==> src/rtl/axi4stream_beat_packer_if.sv <==
// AXI4-Stream bundle shared by the narrow input side and the wide packed output side.
// The slave view omits tkeep because the narrow beat stream carries no lane mask.
interface axi4stream_beat_packer_if #(
    parameter int DATA_W = 8,
    parameter int KEEP_W = 1
);
    logic [DATA_W-1:0] tdata;
    logic              tvalid;
    logic              tlast;
    logic              tready;
    logic [KEEP_W-1:0] tkeep;

    modport master (output tdata, output tvalid, output tlast, output tkeep, input tready);
    modport slave  (input tdata, input tvalid, input tlast, output tready);
endinterface

==> src/rtl/axi4stream_beat_packer.sv <==
// Packs BEATS narrow AXI4-Stream beats (or fewer, on tlast) into one wide word with a
// lane keep mask, presented on a backpressured master port; counts tlast words sent.
module axi4stream_beat_packer #(
    parameter int TDATA_W   = 8,
    parameter int BEATS     = 5,
    parameter int LSB_FIRST = 1,
    parameter int CNT_W     = 16
) (
    input  logic                      aclk,
    input  logic                      aresetn,
    axi4stream_beat_packer_if.slave   s,
    axi4stream_beat_packer_if.master  m,
    output logic [CNT_W-1:0]          pkt_count
);
    localparam int WORD_W = TDATA_W * BEATS;
    localparam int IDX_W  = $clog2(BEATS);
    localparam logic [IDX_W-1:0] LAST_IDX = IDX_W'(BEATS - 1);

    logic [WORD_W-1:0] acc_q, acc_d, acc_ins;
    logic [BEATS-1:0]  keep_q, keep_d, keep_ins;
    logic [IDX_W-1:0]  idx_q, idx_d, lane;
    logic [WORD_W-1:0] data_q, data_d;
    logic [BEATS-1:0]  mkeep_q, mkeep_d;
    logic              last_q, last_d;
    logic              valid_q, valid_d;
    logic [CNT_W-1:0]  cnt_q, cnt_d;
    logic              s_fire, m_fire, completing;

    // The output slot is free when empty or draining this cycle, so no word is ever lost.
    assign s.tready   = aresetn && (!valid_q || m.tready);
    assign s_fire     = s.tvalid && s.tready;
    assign m_fire     = valid_q && m.tready;
    assign completing = (idx_q == LAST_IDX) || s.tlast;
    assign lane       = (LSB_FIRST != 0) ? idx_q : LAST_IDX - idx_q;

    // Accumulator and keep mask with the current beat merged into its lane.
    always_comb begin
        acc_ins  = acc_q;
        keep_ins = keep_q;
        for (int i = 0; i < BEATS; i++) begin
            if (lane == IDX_W'(i)) begin
                acc_ins[i*TDATA_W +: TDATA_W] = s.tdata;
                keep_ins[i]                   = 1'b1;
            end
        end
    end

    always_comb begin
        // NOTE: every next-state signal takes its hold value first, so no path infers a latch.
        acc_d   = acc_q;
        keep_d  = keep_q;
        idx_d   = idx_q;
        data_d  = data_q;
        mkeep_d = mkeep_q;
        last_d  = last_q;
        valid_d = valid_q;
        cnt_d   = cnt_q;

        if (m_fire) begin
            valid_d = 1'b0;
            if (last_q) cnt_d = cnt_q + CNT_W'(1);
        end

        if (s_fire) begin
            if (completing) begin
                data_d  = acc_ins;
                mkeep_d = keep_ins;
                last_d  = s.tlast;
                valid_d = 1'b1;
                acc_d   = '0;
                keep_d  = '0;
                idx_d   = '0;
            end else begin
                acc_d  = acc_ins;
                keep_d = keep_ins;
                idx_d  = idx_q + IDX_W'(1);
            end
        end
    end

    // NOTE: sequential state uses non-blocking assignments so all registers update together.
    always_ff @(posedge aclk or negedge aresetn) begin
        if (!aresetn) begin
            acc_q   <= '0;
            keep_q  <= '0;
            idx_q   <= '0;
            data_q  <= '0;
            mkeep_q <= '0;
            last_q  <= 1'b0;
            valid_q <= 1'b0;
            cnt_q   <= '0;
        end else begin
            acc_q   <= acc_d;
            keep_q  <= keep_d;
            idx_q   <= idx_d;
            data_q  <= data_d;
            mkeep_q <= mkeep_d;
            last_q  <= last_d;
            valid_q <= valid_d;
            cnt_q   <= cnt_d;
        end
    end

    assign m.tdata   = data_q;
    assign m.tkeep   = mkeep_q;
    assign m.tlast   = last_q;
    assign m.tvalid  = valid_q;
    assign pkt_count = cnt_q;
endmodule

==> src/flat_wrapper.sv <==
// flat-port wrapper written by rule: the top's interface ports become plain ports
module axi4stream_beat_packer_flat 
#(
    parameter int TDATA_W   = 8,
    parameter int BEATS     = 5,
    parameter int LSB_FIRST = 1,
    parameter int CNT_W     = 16
)
  (aclk, aresetn, pkt_count, s_tdata, s_tvalid, s_tlast, s_tready, m_tdata, m_tvalid, m_tlast, m_tkeep, m_tready);
  axi4stream_beat_packer_if #(.DATA_W((8)), .KEEP_W(1)) s_i ();
  axi4stream_beat_packer_if #(.DATA_W(((8) * (5))), .KEEP_W((5))) m_i ();
  input  logic aclk;
  input  logic aresetn;
  output logic [CNT_W-1:0] pkt_count;
  input wire logic [$bits(s_i.tdata)-1:0] s_tdata;
  input wire logic [$bits(s_i.tvalid)-1:0] s_tvalid;
  input wire logic [$bits(s_i.tlast)-1:0] s_tlast;
  output wire logic [$bits(s_i.tready)-1:0] s_tready;
  output wire logic [$bits(m_i.tdata)-1:0] m_tdata;
  output wire logic [$bits(m_i.tvalid)-1:0] m_tvalid;
  output wire logic [$bits(m_i.tlast)-1:0] m_tlast;
  output wire logic [$bits(m_i.tkeep)-1:0] m_tkeep;
  input wire logic [$bits(m_i.tready)-1:0] m_tready;
  assign s_i.tdata = s_tdata;
  assign s_i.tvalid = s_tvalid;
  assign s_i.tlast = s_tlast;
  assign s_tready = s_i.tready;
  assign m_tdata = m_i.tdata;
  assign m_tvalid = m_i.tvalid;
  assign m_tlast = m_i.tlast;
  assign m_tkeep = m_i.tkeep;
  assign m_i.tready = m_tready;
  axi4stream_beat_packer #(.TDATA_W(TDATA_W), .BEATS(BEATS), .LSB_FIRST(LSB_FIRST), .CNT_W(CNT_W)) u_core (.aclk(aclk), .aresetn(aresetn), .s(s_i), .m(m_i), .pkt_count(pkt_count));
endmodule
==> config.mk <==
export PLATFORM = sky130hd
export DESIGN_NAME = axi4stream_beat_packer_flat
export DESIGN_NICKNAME = d
export VERILOG_FILES = /design/src/rtl/axi4stream_beat_packer_if.sv /design/src/rtl/axi4stream_beat_packer.sv /design/src/flat_wrapper.sv
export SDC_FILE = /design/constraint.sdc
export NUM_CORES = 1
export LEC_CHECK = 0
export ABC_AREA = 1
export BUFFER_PORTS_ARGS = -buffer_cell sky130_fd_sc_hd__buf_2
export CORE_ASPECT_RATIO = 0.5
export CORE_MARGIN = 5
export CORE_UTILIZATION = 59
export CTS_CLUSTER_SIZE = 25
export DETAILED_ROUTE_END_ITERATION = 7
export PLACE_DENSITY = 0.83
export SLEW_MARGIN = 10
export SYNTH_ARGS = -nofsm -noshare
export SYNTH_HDL_FRONTEND = slang
export SYNTH_SLANG_ARGS = --single-unit
==> constraint.sdc <==
create_clock -name aclk -period 2.34 [get_ports aclk]
set_input_delay 0.117 -clock aclk [delete_from_list [all_inputs] [get_ports aclk]]
set_output_delay 0.117 -clock aclk [all_outputs]
set_load 0.02 [all_outputs]
Word-level counts from Yosys, hierarchy flattened
Cells that the tools add are included.
{"block": "op_classes", "add_sub_neg": 2, "multipliers": 0, "div": 0, "order_cmp": 0, "eq_ne": 4, "shift": 0, "mux": 16, "bitwise_logic": 0, "n_reduce_logical": 9}
{"op": "40-bit two-way mux", "n": 1}
{"op": "8-bit two-way mux", "n": 5}
{"op": "16-bit by 1-bit adder with 16-bit output (second input constant)", "n": 1}
{"op": "1-bit two-way mux", "n": 8}
{"op": "3-bit by 2-bit == test with 1-bit output (second input constant)", "n": 2}
{"op": "5-bit two-way mux", "n": 1}
{"op": "2-bit AND reduction", "n": 2}
{"op": "3-bit by 1-bit adder with 3-bit output (second input constant)", "n": 1}
{"op": "3-bit by 1-bit == test with 1-bit output (second input constant)", "n": 1}
{"op": "3-bit == test (second input constant)", "n": 1}
{"op": "1-bit logical AND", "n": 3}
{"op": "3-bit zero test", "n": 1}
{"op": "3-bit two-way mux", "n": 1}
{"op": "1-bit logical OR", "n": 2}
{"op": "1-bit zero test", "n": 1}
{"block": "totals", "register_bits": 111, "latchBits": 0, "ram_bits": 0, "mem_bits_ro": 0, "in_bits": 13, "wordCells": 39, "memories": 0}

Logic depth before layout (Yosys ltp)
Gate-level depths: netlist of run 1.
{"block": "logic_depth", "depth_word": 5, "depth_mapped": 11, "ltp_nobuf": 10}

Least setup slack after synthesis of run 1
Ideal clock, no wire load.
{"block": "synth_timing", "path_kind": "register to register", "startpoint": "register u_core.valid_q, in the netlist u_core.m.tvalid", "endpoint": "register u_core.idx_q[0]", "setup_time_ns": 0.130, "arrival_time_ns": 1.442, "slack_ns": 0.768, "path_stages_with_launch": 8, "path_cell_list": "dfrtp_1 inv_1 nor2_1 nor2_1 nand2_2 buf_2 nand2_1 o21ai_0"}
{"block": "synth_between", "elab_chain_len": 4}
{"element": "start: declaration", "line": "axi4stream_beat_packer.sv:25", "text": "logic valid_q, valid_d;"}
{"element": "start signal: assignment", "line": "axi4stream_beat_packer.sv:99", "text": "valid_q <= valid_d;"}
{"element": "1-bit zero test", "line": "axi4stream_beat_packer.sv:30", "text": "assign s.tready = aresetn && (!valid_q || m.tready);"}
{"element": "1-bit logical OR", "line": "axi4stream_beat_packer.sv:30"}
{"element": "1-bit logical AND", "line": "axi4stream_beat_packer.sv:30"}
{"element": "net s_tready", "line": "flat_wrapper.sv:18", "text": "output wire logic [$bits(s_i.tready)-1:0] s_tready;"}
{"element": "1-bit logical AND", "line": "axi4stream_beat_packer.sv:31", "text": "assign s_fire = s.tvalid && s.tready;"}
{"element": "end signal: assignment", "line": "axi4stream_beat_packer.sv:95", "text": "idx_q <= idx_d;"}
{"element": "end: declaration", "line": "axi4stream_beat_packer.sv:21", "text": "logic [IDX_W-1:0] idx_q, idx_d, lane;"}
The timed path passes the listed nets, and every way through them passes these cells.
A chain may end at the register's enable or synchronous reset.

Worst setup path in the final report of run 1
{"block": "layout_timing", "startpoint": "register u_core.idx_q[0]", "endpoint": "register u_core.acc_q[3]"}
{"block": "layout_between", "elab_chain_len": 3}
{"element": "3-bit zero test or 3-bit == test (tied branches)", "line": "axi4stream_beat_packer.sv:41, axi4stream_beat_packer.sv:33"}
{"element": "8-bit two-way mux or 1-bit logical OR (tied branches)", "line": "axi4stream_beat_packer.sv:41, axi4stream_beat_packer.sv:33"}
{"element": "40-bit two-way mux *", "line": "axi4stream_beat_packer.sv:65", "text": "if (completing) begin"}
{"element": "end signal: assignment", "line": "axi4stream_beat_packer.sv:84", "text": "acc_q <= '0;"}
{"element": "end signal: assignment", "line": "axi4stream_beat_packer.sv:93", "text": "acc_q <= acc_d;"}
{"element": "end: declaration", "line": "axi4stream_beat_packer.sv:19", "text": "logic [WORD_W-1:0] acc_q, acc_d, acc_ins;"}
Every way passes the cells marked *; elsewhere a longest branch is shown, timed or not.

==> impl_metrics.ini, run 1 <==
[floorplanning]
dieArea_mm2 = 0.01024
start_util_pct = 60.60
die_w_um = 138.2
io_pins = 77
die_h_um = 74.10
rows = 23
core_mm2 = 0.008000

[place]
numPlacedInstances = 758
post-dp-hpwl_um = 7475
io_buffer_count = 76
gp_congestion = 0.8594
placed_cell_area_mm2 = 0.005298

[timing]
worstMarginPinSlew_ns = 0.7080
max_clock_freq_ghz = 0.4872
finalSetupViolCount = 0
fin_crit_sh_pct = 87.71
hold_ws_ns = 0.02264
fin_setup_tns_ns = 0
maxSlewViolCount = 0
fin_worst_skew_ns = 0.009153
slew_headroom_pct = 52.80
period_needed_ns = 2.053
hold_violations = 0
rsz0062_at_grt = false

[synthesis]
syn_nets = 605
synthArstFlopShare_pct = 100.0
syn_avg_cell_area_um2 = 8.274
ys_warn_count = 0
syn_area_mm2 = 0.004848
synth_edf_count = 0
synth.area.top_cells = dfrtp_1 (57%), nand2_1 (22%), o21ai_0 (6.6%), inv_1 (2.9%), nor2_1 (2.6%)
syn_inst = 586
synth-seq-cells = 111
yosysSeqAreaShare_pct = 57.29
synthFlopType = dfrtp_1
yosysUniqueCellTypes = 24
synth_top_area_cell = dfrtp_1
synth_top_area_share_pct = 57.29

[clock_network]
cts_max_path_buffers = 2
clock_latency_ns = 0.35
cts.repair.resized = 0
ctsHtreeMaxLevel = 3
cts_sinks = 111
cts_setup_buffers = 0
clk_transition_reported_paths_ns = 0.07
cts_hold_buf = 1
cts_root_buf = clkbuf_16
cts_buffers = 9
cts_tree = yes

[finish]
nFillCells = 652
n_antenna_cell = 0
final_common_cell = nand2_1
multiInputGateArea_mm2 = 0.001783
drive_gt1_share_pct = 15.73
final_area_mm2 = 0.005628
fin_cells = 773
seq_area_mm2 = 0.002778
syn_to_final_growth_pct = 16.08
final_cell_mix = nand2_1 (280), dfrtp_1 (111), buf_2 (75), o21ai_0 (64), inv_1 (37)
nNetsFinal = 677

[hold_path]
whs_path_depth = 2
min_from = m_tready
min_to = u_core.m.tvalid
min_path_type = input pin to flip-flop

[pwr]
power_mw = 5.436
power_density_mw_per_mm2 = 965.8
p_leak_nw = 3.113
ir_worst_vdd_mv = 0.4698

[grt]
grt_overflow = 0
grt_pass1_vias = 3950
track_usage_pct = 24.22
grt_pass1_wl_um = 19550
antenna_found_initial = 0
grt_max_degree = 58

[detailed_routing]
first_pass_iters = 5
drtIter0Drc = 387
via_per_inst = 5.259
drt_wl_total_um = 11330
post_drt_wl_per_cell_um = 14.66
drtAntennaViolNets = 0
vias = 4065
drc = 0

[setup_path]
critPathKind = flip-flop to flip-flop
critPathMaxFanout = 25
end_kind = flip-flop
r2r_start = u_core.idx_q[0]
regToRegEndpoint = u_core.acc_q[3]
cp.required_ns = 2.63
rrSetupSlack_ns = 0.29
r2r_cells = 9
cp-startpoint = u_core.idx_q[0]
cp.arrival_ns = 2.34
crit_path_start_kind = flip-flop

[job]
maxCapViolCount = 0

[status]
outcome = finished clean
==> sequential cells by signal, indices dropped and copies added, names as in the netlist <==
name              count
u_core.m.tlast        1
u_core.acc_q         40
u_core.keep_q         5
u_core.pkt_count     16
u_core.m.tkeep        5
u_core.m.tdata       40
u_core.m.tvalid       1
u_core.idx_q          3
==> synthesized netlist by cell type (2+ instances only) <==
cell type  number
ha_1            6
dfrtp_1       111
xor2_1          5
inv_1          37
o21ai_0        64
clkbuf_1        6
nor2_1         33
buf_6           3
nand3b_1        2
buf_4           4
a21oi_1         3
buf_2           9
inv_2           3
nand3_1         5
nand2_1       280
nand4_1         3
xnor2_1         5
==> worst max-delay path by stage <==
stage | end
floorplan | u_core.idx_q[0]
global placement | u_core.m.tdata[7]
detailed placement | u_core.idx_q[1]
CTS | u_core.acc_q[2]
global route | u_core.acc_q[0]
finish | u_core.acc_q[3]
==> per-stage QoR <==
step	utilization (%)	setup WS, ns
global placement	66.22	0.4824
finish	70.35	0.2875
global route	70.35	0.07690
detailed placement	66.22	0.3669
CTS	70.35	0.3418
floorplan	-	0.7677
==> worst max-delay path, stage by stage (launching register included) <==
cell,delay [ns]
dfrtp_1,0.41
inv_1,0.09
ha_1,0.21
nand2_1,0.09
inv_1,0.07
nor2_1,0.15
nand2_1,0.27
inv_2,0.46
nand2_1,0.13
nand2_1,0.09
==> final cells by class <==
type	count	area share, %
clock buffers	11	4.491
clock inverters	3	1.201
inverters	41	2.779
multi-input cells	412	31.68
flip-flops and latches	111	49.36
well taps	112	2.490
repair buffers	83	8.004
==> metal layers <==
metal	track usage, %	part of all wire (%)	vias up	routed length, um
met5	0	0	-	0
met4	8.324	1.8	0	203
met3	7.579	7.7	24	874
met2	37.04	44	169	5007
met1	33.62	46	1925	5248
li1	-	-	1947	-
==> power by group <==
part           switching [mW]  total (mW)  internal, mW
registers               0.211        2.46          2.25
logic                   0.915        1.32         0.409
clock network           0.666        1.65         0.985
total                    1.79        5.44          3.64
==> cell families (layout without fill, tap and decap cells) <==
logic type               Yosys count  after routing  synth area share, %
AND/OR/NAND/NOR                  328            328                26.37
flip-flops                       111            111                57.29
AO/OA/AOI/OAI                     68             68                7.045
buffers and inverters             63            138                5.935
XOR/XNOR                          10             10                1.806
adder cells (fa/ha/maj)            6              6                1.548
Note: power is estimated with default switching activity, not from simulation.
==> inputs of run 2 (changes only) <==
CORE_UTILIZATION = 56   (was 59)
PLACE_DENSITY = 0.79   (was 0.83)
clock period = 2.09 ns   (was 2.34 ns; I/O delays follow)
==> run 2 against run 1 <==
- critical path depth up 1
- fmax is 16% higher
- final cell count is 0.78% higher
- sequential power increased by 11%
- count of clock-buffer cells in the layout increased by 1
- first-iteration DRC count down 23%
- via count down 3.3%
- largest cell class unchanged
- highest routed layer unchanged
==> impl_metrics.ini, run 2 (synthesis gave the netlist of run 1 again) <==
[floorplanning]
die_w_um = 141.6
io_pins = 77
rows = 24
core_mm2 = 0.008558
die_h_um = 75.80
dieArea_mm2 = 0.01073
start_util_pct = 56.65

[timing]
worstMarginPinSlew_ns = 0.5889
maxSlewViolCount = 0
hold_violations = 0
rsz0062_at_grt = false
fin_setup_tns_ns = 0
max_clock_freq_ghz = 0.5646
fin_worst_skew_ns = 0.006955
slew_headroom_pct = 60.74
period_needed_ns = 1.771
fin_crit_sh_pct = 84.74
finalSetupViolCount = 0

[finish]
final_common_cell = nand2_1
final_cell_mix = nand2_1 (280), dfrtp_1 (111), buf_2 (75), o21ai_0 (64), inv_1 (37)
n_antenna_cell = 0
nFillCells = 705
nNetsFinal = 677
final_area_mm2 = 0.005640
fin_cells = 779
final_util_pct = 65.91
drive_gt1_share_pct = 15.56
syn_to_final_growth_pct = 16.34

[clock_network]
cts_buffers = 9
cts_tree = yes
clk_transition_reported_paths_ns = 0.07
cts_sinks = 111
cts_max_path_buffers = 2
cts.repair.resized = 0
ctsHtreeMaxLevel = 3
cts_root_buf = clkbuf_16
clock_latency_ns = 0.35

[detailed_routing]
vias = 3930
first_pass_iters = 5
drt_wl_total_um = 10720
post_drt_wl_per_cell_um = 13.77
drtIter0Drc = 298
via_per_inst = 5.045
drtAntennaViolNets = 0
drc = 0

[job]
maxCapViolCount = 0

[grt]
grt_max_degree = 112
grt_pass1_vias = 3625
grt_pass1_wl_um = 17840
track_usage_pct = 21.21
grt_overflow = 0
antenna_found_initial = 0

[setup_path]
critPathKind = flip-flop to flip-flop
worst_path_max_delay_cell = dfrtp_1
cp.arrival_ns = 2.06
path_buf_inv = 4
cp_common_cell = inv_1
cp.required_ns = 2.37
cpPeakStageDelay_ns = 0.41
end_kind = flip-flop
critPathMaxFanout = 37
crit_path_start_kind = flip-flop
path_cells = inv_1, ha_1, nand2_1, inv_1, nor2_1, inv_1, nand2_4, buf_4, o21ai_0, nor2_1
cp_top_family = buffers and inverters

[hold_path]
min_path_type = input pin to flip-flop

[place]
io_buffer_count = 76
placed_cell_area_mm2 = 0.005316
numPlacedInstances = 763
gp_congestion = 0.8573
post-dp-hpwl_um = 7153

[pwr]
p_leak_nw = 3.112
ir_worst_vdd_mv = 0.5556
power_mw = 6.037
power_density_mw_per_mm2 = 1070

[status]
outcome = finished clean
-- run 2: power breakdown --
group	switching, mW	total [mW]	internal, mW
Sequential	0.220	2.74	2.52
Clock	0.736	1.81	1.08
Combinational	1.02	1.48	0.461
-- run 2: layout make-up --
type / instances / area, um^2 / share of cell area (%)
clock buffer: 12 / 246.5 / 4.370
clock inverter: 3 / 67.56 / 1.198
inverter: 41 / 156.4 / 2.773
multi-input combinational: 412 / 1783 / 31.61
sequential: 111 / 2778 / 49.25
tap: 117 / 146.4 / 2.595
timing repair buffer: 83 / 462.9 / 8.208
-- run 2: timing repair --
item / CTS / global route
hold buffers: 1 / 0
setup buffers: 0 / 0
setup endpoints to repair: 0 / 0
endpoints found under the hold margin: 111 / 0
-- run 2: worst paths after layout --
check / to / start / cells after the start / slack [ns]
max: u_core.keep_q[3] / u_core.idx_q[0] / 10 / 0.32
min: u_core.m.tvalid / m_tready / 2 / 0.02
max reg2reg: u_core.keep_q[3] / u_core.idx_q[0] / 10 / 0.32
min reg2reg: u_core.m.tdata[5] / u_core.m.tdata[5] / 2 / 0.47
max in group asynchronous: u_core.pkt_count[3] / aresetn / 3 / 1.25
min in group asynchronous: u_core.m.tdata[16] / aresetn / 3 / 0.39
-- run 2: metrics by stage --
stage	hold slack, ns	setup slack, ns
after detailed placement	0.2656	0.3321
after floorplan	-0.1911	0.5177
after global placement	0.2669	0.4192
after CTS	0.01517	0.3088
after global routing	0.04629	0.1192
final	0.02059	0.3190
-- run 2: layer usage --
| layer | vias to the layer above | GRT usage (%) | wire length, um |
|---|---|---|---|
| met5 | - | 0 | 0 |
| met3 | 13 | 5.141 | 715 |
| met1 | 1845 | 30.24 | 5123 |
| li1 | 1953 | - | - |
| met2 | 119 | 32.90 | 4749 |
| met4 | 0 | 6.383 | 136 |
